[src/rtl/crono_ctrl.sv]
// Stopwatch command controller: debounces the start/lap buttons, tells short
// start presses from long ones, and sequences run / lap-freeze / clear.
module crono_ctrl #(
    parameter int DEBOUNCE_CYCLES   = 1000000,
    parameter int LONG_PRESS_CYCLES = 100000000,
    parameter int CNT_W             = 27
) (
    input  logic       clk,
    input  logic       rst,
    input  logic       btn_start,
    input  logic       btn_lap,
    output logic       run_en,
    output logic       clear,
    output logic       freeze,
    output logic [1:0] state,
    output logic       ready
);

    localparam logic [1:0] S_IDLE    = 2'd0;
    localparam logic [1:0] S_RUNNING = 2'd1;
    localparam logic [1:0] S_STOPPED = 2'd2;
    localparam logic [1:0] S_LAP     = 2'd3;

    localparam logic [CNT_W-1:0] DEB_LAST  = CNT_W'(DEBOUNCE_CYCLES - 1);
    localparam logic [CNT_W-1:0] LONG_LAST = CNT_W'(LONG_PRESS_CYCLES - 1);
    localparam logic [CNT_W-1:0] LONG_MAX  = CNT_W'(LONG_PRESS_CYCLES);

    // Bit 0 carries the start button, bit 1 the lap button.
    logic [1:0] raw;
    (* ASYNC_REG = "TRUE" *) logic [1:0] sync_a;
    logic [1:0] sync_b;
    logic [1:0] deb;
    logic [1:0] deb_q;
    logic [CNT_W-1:0] deb_cnt [2];
    logic [CNT_W-1:0] hold_cnt;

    logic [1:0] state_q;
    logic [1:0] state_d;
    logic       clear_q;
    logic       clear_d;
    logic       ready_q;

    logic start_fall;
    logic lap_rise;
    logic short_evt;
    logic long_evt;

    assign raw = {btn_lap, btn_start};

    always_ff @(posedge clk) begin
        if (rst) begin
            sync_a <= '0;
            sync_b <= '0;
            deb    <= '0;
            deb_q  <= '0;
            for (int i = 0; i < 2; i++) begin
                deb_cnt[i] <= '0;
            end
        end else begin
            sync_a <= raw;
            sync_b <= sync_a;
            deb_q  <= deb;
            for (int i = 0; i < 2; i++) begin
                if (sync_b[i] == deb[i]) begin
                    deb_cnt[i] <= '0;
                end else if (deb_cnt[i] == DEB_LAST) begin
                    deb[i]     <= ~deb[i];
                    deb_cnt[i] <= '0;
                end else begin
                    deb_cnt[i] <= deb_cnt[i] + 1'b1;
                end
            end
        end
    end

    // Saturating at LONG_MAX doubles as the "long press already fired" flag.
    always_ff @(posedge clk) begin
        if (rst || !deb[0]) begin
            hold_cnt <= '0;
        end else if (hold_cnt != LONG_MAX) begin
            hold_cnt <= hold_cnt + 1'b1;
        end
    end

    assign start_fall = ~deb[0] & deb_q[0];
    assign lap_rise   = deb[1] & ~deb_q[1];
    assign long_evt   = deb[0] && (hold_cnt == LONG_LAST);
    assign short_evt  = start_fall && (hold_cnt != LONG_MAX);

    // A start event in the same cycle as a lap rise takes priority.
    always_comb begin
        state_d = state_q;
        clear_d = 1'b0;
        case (state_q)
            S_IDLE: begin
                if (short_evt) state_d = S_RUNNING;
            end
            S_RUNNING: begin
                if (short_evt)                  state_d = S_STOPPED;
                else if (!long_evt && lap_rise) state_d = S_LAP;
            end
            S_LAP: begin
                if (short_evt)                  state_d = S_STOPPED;
                else if (!long_evt && lap_rise) state_d = S_RUNNING;
            end
            S_STOPPED: begin
                if (short_evt) begin
                    state_d = S_RUNNING;
                end else if (long_evt) begin
                    state_d = S_IDLE;
                    clear_d = 1'b1;
                end
            end
            default: state_d = S_IDLE;
        endcase
    end

    always_ff @(posedge clk) begin
        if (rst) begin
            state_q <= S_IDLE;
            clear_q <= 1'b0;
            ready_q <= 1'b0;
        end else begin
            state_q <= state_d;
            clear_q <= clear_d;
            ready_q <= 1'b1;
        end
    end

    assign state  = state_q;
    assign clear  = clear_q;
    assign ready  = ready_q;
    assign run_en = (state_q == S_RUNNING) || (state_q == S_LAP);
    assign freeze = (state_q == S_LAP);

endmodule

[config.mk]
export PLATFORM = sky130hd
export DESIGN_NAME = crono_ctrl
export DESIGN_NICKNAME = d
export VERILOG_FILES = /design/src/rtl/crono_ctrl.sv
export SDC_FILE = /design/constraint.sdc
export NUM_CORES = 1
export LEC_CHECK = 0
export ABC_AREA = 1
export CAP_MARGIN = 30
export CORE_MARGIN = 2
export CORE_UTILIZATION = 60
export CTS_CLUSTER_DIAMETER = 40
export DETAILED_ROUTE_END_ITERATION = 8
export PLACE_DENSITY = 0.77
export SETUP_SLACK_MARGIN = 0.2
export SLEW_MARGIN = 20
export SYNTH_ARGS = -nofsm -noshare
export SYNTH_HDL_FRONTEND = slang
export SYNTH_SLANG_ARGS = --single-unit
[constraint.sdc]
create_clock -name clk -period 3.9 [get_ports clk]
set_input_delay 0.78 -clock clk [delete_from_list [all_inputs] [get_ports clk]]
set_output_delay 0.78 -clock clk [all_outputs]
set_load 0.02 [all_outputs]
Yosys cells after proc, flatten, opt, wreduce, memory -nomap -nowiden
Memories as Yosys holds them, arrays and structs flattened.
Index checks and enable logic that the tools add are counted.

word-level totals
  memories = 1
  logic and storage cells = 92
  bits in writable memories = 54
  register bits after elaboration = 39

memories
  memory   depth  width  rd ports  clocked after memory_dff  wr ports  RTL line  text
  deb_cnt  2      27     2         0                         2         34        logic [CNT_W-1:0] deb_cnt [2];

operators by class
  reductions and logical operators = 12
  $add $sub $neg = 3
  muxes and demuxes = 40
  equality and inequality tests = 13
  bitwise operators = 14

operator list
  cell                                             number
  two-way mux 27 bit                               6
  adder 27 x 1 -> 27 bit, second input constant    3
  == test 27 x 20 -> 1 bit, second input constant  2
  == test 27 bit, second input constant            1
  != test 27 bit, second input constant            1
  two-way mux 1 bit                                26
  two-way mux 2 bit                                7
  case mux 2 bit (4 select lines)                  1
  != test 3 bit, second input constant             2
  NOT 1 bit                                        6
  bitwise OR 1 bit                                 6
  == test 2 bit, second input constant             2
  AND reduction 2 bit                              2
  AND reduction 4 bit                              1
  logical AND 1 bit                                3
  != test 3 x 1 -> 1 bit, second input constant    1
  OR reduction 3 bit                               1
  AND 1 bit                                        2
  == test 1 bit                                    2
  == test 2 x 1 -> 1 bit, second input constant    1
  logical NOT 1 bit                                2
  logical NOT 2 bit                                1
  logical OR 1 bit                                 2
  != test 2 bit, second input constant             1

Longest topological paths before layout
Gate-level depths: netlist of the first run.

  word-level depth = 7
  depth in mapped cells = 13

Worst setup path after synthesis of the first run
OpenSTA, ideal clock, no wires.

  path type = input-to-reg
  from = in rst
  to = mem deb_cnt[1][12] (data pin)
  library setup time = 0.157 ns
  data arrival time = 1.764 ns
  stages = 7
  path buffers = 2
  setup slack = 1.979 ns
  path through = clkbuf_1 inv_1 o21ai_0 a21oi_1 nand2_2 buf_4 nor3_1

RTL lines
  what             RTL line  text
  start, declared  9         input logic rst,
  end, declared    34

==> summary.txt, run 1 <==
Logic synthesis
  – Synth Instances: 671
  – Synthesized cell area: 5180 sq um
  – Post-synth top cells: nand2_1, nor2_1, inv_1
  – Syn avg cell area: 7.72 sq um
  – Sequential area share after synthesis: 0.464
  – Post-synth EDFFs: 54
  – Post-synth top area cell: edfxtp_1
  – Share of the synthesized area in the top cell type: 0.313
  – Count of cell types in the netlist: 37
  – Synth warn: 0
  – Synth Flop Type: edfxtp_1
  – Yosys reg bits: 93
  – Top cells by area, synth: edfxtp_1, dfxtp_1, nand2_1
  – Count leader, synth: nand2_1
  – Synth async-reset ratio: 0

Routing
  – DR vias: 4,520
  – Met3 Routed Length: 365 um
  – Number of nets with antenna violations after routing: 0
  – Metal-1 WL: 4890 um
  – DR top layer: met4
  – Pre-antenna DRT Iters: 7
  – Vias per cell: 5.34
  – Residual DRC: 0
  – DRT iter0 DRCs: 241
  – Routed wire length per instance: 12.5 um
  – Met2 Routed Length: 5100 um
  – Final wirelength: 10,600 um

Global routing
  – Total gr overflow: 0
  – Total track usage: 0.228
  – Global-route wire length before repair: 18,000 um
  – Initial antenna violation count: 0
  – Number of global-route vias before repair: 4,180
  – Largest net degree at the start of global routing: 27

Placement
  – Placed cell count: 831
  – RePlAce Congestion: 0.870
  – Buffers on Ports: 9
  – DP HPWL: 7820 um

Pwr
  – Leak: 2.13 nW
  – Maximum VDD drop: 0.000183 V
  – Power per cell area: 310 nW/um^2

CTS
  – Root buf cell: clkbuf_8
  – Postcts setup bufs: 0
  – TritonCTS clock tree: yes
  – Clock Tree Buf Depth: 2
  – Cts repair resizes: 0
  – Worst-skew pair later-pin latency: 350 ps
  – Clock transition at the registers of the reported paths: 90 ps
  – Sink Count: 93
  – Hold Buf Count CTS: 0
  – Total CTS buffers: 9
  – H-tree levels: 3

Worst setup path
  – CP Class: in -> reg
  – Critical Path AT: 2560 ps
  – Max Fanout on Critical Path: 25
  – Crit. Startpoint: rst
  – Critical path, cell by cell: clkdlybuf4s50_1, inv_1, o21ai_0, a21oi_1, nand2_2, nor3b_1
  – CP Data Required Time: 4080 ps
  – Crit path largest cell delay: 550 ps
  – CP bufs+invs: 2
  – Nature of the critical path endpoint: register
  – CP top delay family: buffers and inverters
  – R2R Setup Slk: 1700 ps
  – RR Startpoint: deb_cnt[0][0]$_SDFFCE_PN0P_
  – Element type at the critical path start: primary input
  – Slowest cell on crit path: clkdlybuf4s50_1

Floorplan
  – Width of the chip: 96.9 um
  – Core ar.: 8300 sq um
  – Initial Util: 0.624
  – Die area: 9390 sq um
  – Ports: 10
  – Rows: 33
  – Die Ht: 96.9 um

Timing
  – Period Utilization, post-route: 0.611
  – Post-layout minimum cycle time: 2380 ps
  – Worst Max-Slew Pin Slew: 641 ps
  – Final Hold Viols: 0
  – Final setup fails: 0
  – Clock skew: 11.1 ps
  – Setup TNS: 0 ps
  – Slew headroom: 0.569
  – Final Max Slew Viols: 0
  – Achievable Freq: 0.419 GHz
  – RSZ-0062 raised after global routing: false

Layout
  – Fraction of layout cells with a size suffix above 1: 0.0566
  – Area occupied by registers: 2400 sq um
  – Multi-input gate area: 2580 sq um
  – Ant. Diodes: 0
  – Synth-to-Final Area Change: 10.9%
  – Post-Layout Cell Count: 847
  – Filler cells: 701
  – Fin nets: 745

Worst hold path
  – Hold Path Origin: sync_a[0]$_SDFF_PP0_
  – Hold Crit Class: reg -> reg

Outcome
  – Outcome: finished clean

Job
  – Max-Cap Viols: 0
routing by layer:
metal,vias to the layer above,global-route usage
li1,2326,-
met1,2061,0.293
met2,112,0.390
met3,21,0.0296
met4,0,0.0943
met5,-,0
flip-flops by register name, summed over array words and instances, names as in the netlist:
name	count
state	2
ready	1
hold_cnt	27
sync_b	2
clear	1
sync_a	2
deb_q	2
deb	2
deb_cnt	54
per-stage QoR:
step	instance area [sq um]	worst slack [ps]	hold WS [ps]	total power, W	util
2_1_floorplan	5380	1980	388	0.00116	-
3_3_place_gp	5560	1250	392	0.00117	0.670
3_5_place_dp	5560	1160	395	0.00117	0.670
4_1_cts	5740	1520	406	0.00179	0.692
5_1_grt	5740	1320	415	0.00185	0.692
6_report	5740	1520	407	0.00178	0.692
cell families (layout without fill, tap and decap cells):
family          Yosys count  after routing  share of synthesized area
simple gates            377            377                      0.343
xor+xnor                 13             13                     0.0220
fa+ha+maj                 4              4                    0.00966
other cells               1             54                   0.000724
compound gates           84             84                     0.0850
buf+inv                  99            117                     0.0754
flops                    93             93                      0.464
cell usage in the layout (no fill, tap or decap), types with 3 or more instances in the layout:
cell type,Yosys,routed
dfxtp_1,39,39
xnor2_1,4,4
a21oi_1,50,50
a31oi_1,3,3
nor2_1,101,101
nand3_1,30,30
edfxtp_1,54,54
nor3_4,3,3
clkbuf_8,0,10
clkdlybuf4s50_1,0,9
nand2_2,4,4
conb_1,1,54
nor4_1,18,18
or2_2,9,9
nor2_2,3,3
nand4_1,18,18
o21ai_0,25,25
nand2_1,137,137
clkbuf_1,3,4
ha_1,4,4
nor3_1,29,29
nor3b_1,11,11
inv_1,89,89
xor2_1,9,9
final cells by class:
cell class,instances,share of cell area
Timing Repair Buffer,10,0.0170
Inverter,91,0.0595
Multi-Input combinational cell,532,0.450
Sequential cell,93,0.418
Clock inverter,2,0.00588
Clock buffer,14,0.0266
Tap cell,105,0.0229
final timing paths:
path                                        to  cells after the start
setup / recovery  deb_cnt[1][22]$_SDFFCE_PN0P_                      6
hold / removal            sync_b[0]$_SDFF_PP0_                      2
setup reg to reg  deb_cnt[0][18]$_SDFFCE_PN0P_                     10
hold reg to reg           sync_b[0]$_SDFF_PP0_                      2
worst min-delay path: cells and delay by family (launching register included):
kind                   cells  cell delay, ps
and+or+nand+nor            1              30
DFF                        1             300
buffers and inverters      1              40
where the power goes:
part,switching [W],internal (W)
registers,0.0000267,0.00106
clock network,0.000311,0.000314
logic,0.0000451,0.0000212
Power figures use the tool's default switching activity.
==> run 2: changes to the inputs <==
--- a/config.mk
+++ b/config.mk
@@ -8,10 +8,10 @@
 export ABC_AREA = 1
 export CAP_MARGIN = 30
 export CORE_MARGIN = 2
-export CORE_UTILIZATION = 60
+export CORE_UTILIZATION = 56
 export CTS_CLUSTER_DIAMETER = 40
 export DETAILED_ROUTE_END_ITERATION = 8
-export PLACE_DENSITY = 0.77
+export PLACE_DENSITY = 0.76
 export SETUP_SLACK_MARGIN = 0.2
 export SLEW_MARGIN = 20
 export SYNTH_ARGS = -nofsm -noshare
==> constraint.sdc (replaced) <==
create_clock -name clk -period 2.05 [get_ports clk]
set_input_delay 0.41 -clock clk [delete_from_list [all_inputs] [get_ports clk]]
set_output_delay 0.41 -clock clk [all_outputs]
set_load 0.02 [all_outputs]
==> run 2 against run 1 <==
Non-clock buffer count grew 38. Worst setup slack lost 1400 ps. Register-to-register slack lost 1600 ps. Clock power grew 76%. Largest cell class unchanged. Critical path type is now reg -> reg. Sequential share of layout area shrank 4.0 points. Largest power group unchanged. Core utilization grew 0.91 points. First-iteration DRC count grew 10%. Total power grew 88%.
==> summary.txt, run 2 (synthesis gave the netlist of run 1 again) <==
Outcome
  – Outcome: finished clean

Global routing
  – Global-route wire length before repair: 17,900 um
  – Number of global-route vias before repair: 4,103
  – Largest net degree at the start of global routing: 27
  – Total gr overflow: 0
  – Total track usage: 0.220
  – Initial antenna violation count: 0

Routing
  – Routed wire length per instance: 13.2 um
  – Pre-antenna DRT Iters: 5
  – DRT iter0 DRCs: 266
  – Met3 Routed Length: 622 um
  – DR top layer: met4
  – Final wirelength: 11,800 um
  – Metal-1 WL: 5350 um
  – Number of nets with antenna violations after routing: 0
  – Vias per cell: 5.32
  – DR vias: 4,736
  – Residual DRC: 0
  – Met2 Routed Length: 5660 um

Layout
  – Fraction of layout cells with a size suffix above 1: 0.181
  – Multi-input gate area: 2850 sq um
  – Fin nets: 783
  – Area occupied by registers: 2410 sq um
  – Max reg flops: 54
  – Biggest regs: deb_cnt: 54 flops, hold_cnt: 27 flops
  – Ant. Diodes: 0
  – Synth-to-Final Area Change: 23.3%
  – Top reg by flops: deb_cnt
  – Commonest cells after routing, fill and taps aside: nand2_1, nor2_1, inv_1
  – Filler cells: 708
  – Commonest non-fill, non-tap cell in the layout: nand2_1

Timing
  – Post-layout minimum cycle time: 1910 ps
  – Final Max Slew Viols: 0
  – Final Hold Viols: 0
  – Setup TNS: 0 ps
  – Clock skew: 13.5 ps
  – Period Utilization, post-route: 0.931
  – RSZ-0062 raised after global routing: true
  – Final setup fails: 0
  – Achievable Freq: 0.524 GHz

Worst setup path
  – CP Class: reg -> reg
  – CP Data Required Time: 2170 ps
  – Nature of the critical path endpoint: register
  – Critical Path AT: 2030 ps
  – Max Fanout on Critical Path: 5
  – Element type at the critical path start: register

CTS
  – Hold Buf Count CTS: 0
  – TritonCTS clock tree: yes
  – Clock transition at the registers of the reported paths: 100 ps
  – H-tree levels: 3
  – Total CTS buffers: 9
  – Root buf cell: clkbuf_8
  – Sink Count: 93
  – Clock Tree Buf Depth: 2
  – Worst-skew pair later-pin latency: 360 ps

Floorplan
  – Die Ht: 100 um
  – Die area: 10,000 sq um
  – Width of the chip: 100 um
  – Rows: 35
  – Ports: 10
  – Initial Util: 0.569
  – Core ar.: 9110 sq um

Pwr
  – Power per cell area: 524 nW/um^2
  – Leak: 2.39 nW
  – Total Power: 0.00335 W
  – Maximum VDD drop: 0.000434 V

Placement
  – Buffers on Ports: 9
  – RePlAce Congestion: 0.914
  – DP HPWL: 7820 um

Worst hold path
  – Hold Crit Class: reg -> reg

Job
  – Max-Cap Viols: 0
## run 2: cell count changes in the layout (fill, tap and decap cells not counted), moves of 6 or more
cell	change
nor2_2	+7
buf_4	+29
nor2_1	-12
nor3_2	+7
nor3_1	-8
a21oi_1	-6
a21oi_2	+6
nand2_2	+7
nand2_1	-10
## run 2: critical path, stage by stage, from the launching register on
cell	delay (ps)
edfxtp_1	440
inv_1	170
nor3_4	280
nand2_2	120
nor2_4	190
nand3_1	120
nor2_1	140
nand2_1	60
nor3b_2	150
## run 2: power breakdown
part | leakage, nW | internal [W] | switching, W
clock network | 0.0841 | 0.000440 | 0.000661
registers | 0.876 | 0.00202 | 0.0000533
logic | 1.43 | 0.0000669 | 0.000106
total | 2.39 | 0.00253 | 0.000820
## run 2: timing repair
action	4_1_cts	5_1_grt
gates cloned	0	3
setup buffers	0	24
pin swaps	0	20
endpoints found under the setup margin	6	67
gates resized for setup	5	73
## run 2: area by class of cell
type | count | area share
Clock buffer | 10 | 0.0200
Clock inverter | 6 | 0.00607
Inverter | 91 | 0.0535
Multi-Input combinational cell | 532 | 0.446
Sequential cell | 93 | 0.378
Tap cell | 111 | 0.0217
Timing Repair Buffer | 48 | 0.0746
## run 2: worst paths after layout
kind | startpoint | endpoint | slack (ps) | depth (start not counted)
setup / recovery | deb_cnt[0][6]$_SDFFCE_PN0P_ | deb_cnt[0][25]$_SDFFCE_PN0P_ | 140 | 8
hold / removal | sync_a[1]$_SDFF_PP0_ | sync_b[1]$_SDFF_PP0_ | 410 | 2
setup reg to reg | deb_cnt[0][6]$_SDFFCE_PN0P_ | deb_cnt[0][25]$_SDFFCE_PN0P_ | 140 | 8
hold reg to reg | sync_a[1]$_SDFF_PP0_ | sync_b[1]$_SDFF_PP0_ | 410 | 2
## run 2: metrics by stage
stage / instance area, sq um / setup slack [ps] / hold WS (ps) / util / cells
after floorplan: 5380 / 326 / 388 / - / 724
after global placement: 5690 / 150 / 392 / 0.624 / 848
after detailed placement: 5690 / 92.8 / 403 / 0.624 / 848
after CTS: 5860 / 187 / 411 / 0.643 / 864
after global routing: 6390 / 35.8 / 433 / 0.701 / 891
final: 6390 / 141 / 414 / 0.701 / 891
## run 2: metal layers
layer	track usage	vias up
met4	0.0622	0
met1	0.307	2209
li1	-	2399
met5	0	-
met2	0.353	116
met3	0.0397	12
==> run 3: changes to the inputs <==
--- a/config.mk
+++ b/config.mk
@@ -8,10 +8,10 @@
 export ABC_AREA = 1
 export CAP_MARGIN = 30
 export CORE_MARGIN = 2
-export CORE_UTILIZATION = 56
+export CORE_UTILIZATION = 60
 export CTS_CLUSTER_DIAMETER = 40
 export DETAILED_ROUTE_END_ITERATION = 8
-export PLACE_DENSITY = 0.76
+export PLACE_DENSITY = 0.77
 export SETUP_SLACK_MARGIN = 0.2
 export SLEW_MARGIN = 20
 export SYNTH_ARGS = -nofsm -noshare
==> constraint.sdc (replaced) <==
create_clock -name clk -period 1.8 [get_ports clk]
set_input_delay 0.36 -clock clk [delete_from_list [all_inputs] [get_ports clk]]
set_output_delay 0.36 -clock clk [all_outputs]
set_load 0.02 [all_outputs]
==> run 3 against run 2 <==
The run now ends with setup timing left. Count of clock-buffer cells in the layout unchanged. Global-route usage up 5.8 points. Die area fell by 6.4%. Worst setup slack worse by 270 ps. Largest cell class unchanged. Clock skew is 8.2 ps higher. Cell area up 13%. Via count up 17%.
==> summary.txt, run 3 (synthesis gave the netlist of run 1 again) <==
Timing
  – WHS: 430 ps
  – Final Hold Viols: 0
  – Setup ws final: -124 ps
  – Slew headroom: 0.618
  – RSZ-0062 raised after global routing: true
  – Achievable Freq: 0.520 GHz
  – Clock skew: 21.7 ps
  – Post-layout minimum cycle time: 1920 ps
  – Period Utilization, post-route: 1.07
  – Worst Max-Slew Pin Slew: 568 ps
  – Final setup fails: 46
  – Final Max Slew Viols: 0

Global routing
  – Number of global-route vias before repair: 4,885
  – Initial antenna violation count: 0
  – Total track usage: 0.278
  – Global-route wire length before repair: 21,500 um
  – Total gr overflow: 0
  – Largest net degree at the start of global routing: 26

Worst hold path
  – Hold Crit Class: reg -> reg

Floorplan
  – Core ar.: 8300 sq um
  – Ports: 10
  – Die Ht: 96.9 um
  – Die area: 9390 sq um
  – Initial Util: 0.624
  – Rows: 33
  – Width of the chip: 96.9 um

Routing
  – Pre-antenna DRT Iters: 5
  – DR vias: 5,549
  – Vias per cell: 5.85
  – Routed wire length per instance: 17.8 um
  – Residual DRC: 0
  – Final wirelength: 16,900 um
  – DRT iter0 DRCs: 742
  – Number of nets with antenna violations after routing: 0

CTS
  – Root buf cell: clkbuf_8
  – Total CTS buffers: 9
  – Worst-skew pair later-pin latency: 380 ps
  – Clock Tree Buf Depth: 2
  – H-tree levels: 3
  – Clock transition at the registers of the reported paths: 100 ps
  – Sink Count: 93
  – TritonCTS clock tree: yes

Layout
  – Filler cells: 396
  – Top reg by flops: deb_cnt
  – Ant. Diodes: 0
  – Commonest non-fill, non-tap cell in the layout: nand2_1
  – Synth-to-Final Area Change: 39.8%
  – Fraction of layout cells with a size suffix above 1: 0.331
  – Biggest regs: deb_cnt: 54 flops, hold_cnt: 27 flops
  – Post-Layout Cell Count: 948
  – Max reg flops: 54
  – Commonest cells after routing, fill and taps aside: nand2_1, buf_4, inv_1
  – Fin nets: 846

Worst setup path
  – Crit path largest cell delay: 400 ps
  – CP top delay family: simple AND/OR/NAND/NOR gates
  – CP bufs+invs: 3
  – Critical path, cell by cell: ha_4, nand3_4, nor3_4, buf_4, buf_6, buf_6, nand3_4, nand3_2, nand3_2, nor2_1, nor2_1
  – Critical Path AT: 2180 ps
  – R2R Setup Slk: -120 ps
  – Nature of the critical path endpoint: register
  – CP Data Required Time: 2060 ps
  – Max Fanout on Critical Path: 3
  – Element type at the critical path start: register
  – CP Class: reg -> reg
  – Slowest cell on crit path: dfxtp_4

Pwr
  – Power per cell area: 591 nW/um^2
  – Leak: 2.84 nW
  – Maximum VDD drop: 0.000432 V
  – Total Power: 0.00428 W

Placement
  – DP HPWL: 8420 um
  – Buffers on Ports: 9
  – RePlAce Congestion: 0.902
  – Placed cell count: 867

Outcome
  – Failing checks: setup timing
  – Outcome: complete, but fails checks

Job
  – Max-Cap Viols: 0
[run 3: changes by cell type in the layout (fill, tap and decap cells not counted), sizes merged]
cell,change
buf,+63
clkdlybuf4s50,-4
dlygate4sd2,+3
bufinv,+2
clkbuf,+1
clkinv,-1
inv,-1
[run 3: report_power, final]
part	internal (W)	switching, W
sequential	0.00230	0.0000590
clock	0.000819	0.000800
combinational	0.000124	0.000178
total	0.00324	0.00104
[run 3: path summary, 6_finish.rpt]
check / start / end / depth (start not counted)
worst max-delay path: hold_cnt[1]$_SDFFE_PP0N_ / state[0]$_SDFFE_PP0P_ / 11
worst min-delay path: sync_a[0]$_SDFF_PP0_ / sync_b[0]$_SDFF_PP0_ / 2
worst max register to register: hold_cnt[1]$_SDFFE_PP0N_ / state[0]$_SDFFE_PP0P_ / 11
worst min register to register: sync_a[0]$_SDFF_PP0_ / sync_b[0]$_SDFF_PP0_ / 2
[run 3: worst min-delay path, cell delays in order, from the launching register on]
cell	delay, ps
dfxtp_1	310
inv_1	50
nor2_1	40
[run 3: cell type report]
type / count / area (sq um) / share of cell area
Timing Repair Buffer: 111 / 976 / 0.135
Tap cell: 105 / 131 / 0.0181
Clock inverter: 6 / 86.3 / 0.0119
Inverter: 91 / 349 / 0.0482
Sequential cell: 93 / 2420 / 0.334
Multi-Input combinational cell: 532 / 3140 / 0.434
Clock buffer: 10 / 138 / 0.0190
[run 3: routing by layer]
| metal | routed length (um) | track usage | up-vias |
|---|---|---|---|
| li1 | - | - | 2520 |
| met1 | 6380 | 0.348 | 2602 |
| met2 | 8570 | 0.483 | 343 |
| met3 | 1230 | 0.0412 | 84 |
| met4 | 734 | 0.112 | 0 |
| met5 | 0 | 0 | - |
[run 3: repair_timing]
item / CTS / global route
gates cloned: 2 / 3
pin swaps: 15 / 31
hold buffers: 0 / 0
gates resized for setup: 64 / 99
setup buffers: 37 / 23
endpoints found under the setup margin: 74 / 74
[run 3: stage by stage]
step | util | setup WS, ps | cell area [sq um] | setup TNS, ps
floorplan | - | 166 | 5470 | 0
global placement | 0.716 | -12.7 | 5940 | -12.7
detailed placement | 0.716 | -69.9 | 5940 | -293
CTS | 0.802 | 64.8 | 6660 | 0
global route | 0.873 | -239 | 7240 | -6880
finish | 0.873 | -124 | 7240 | -1710
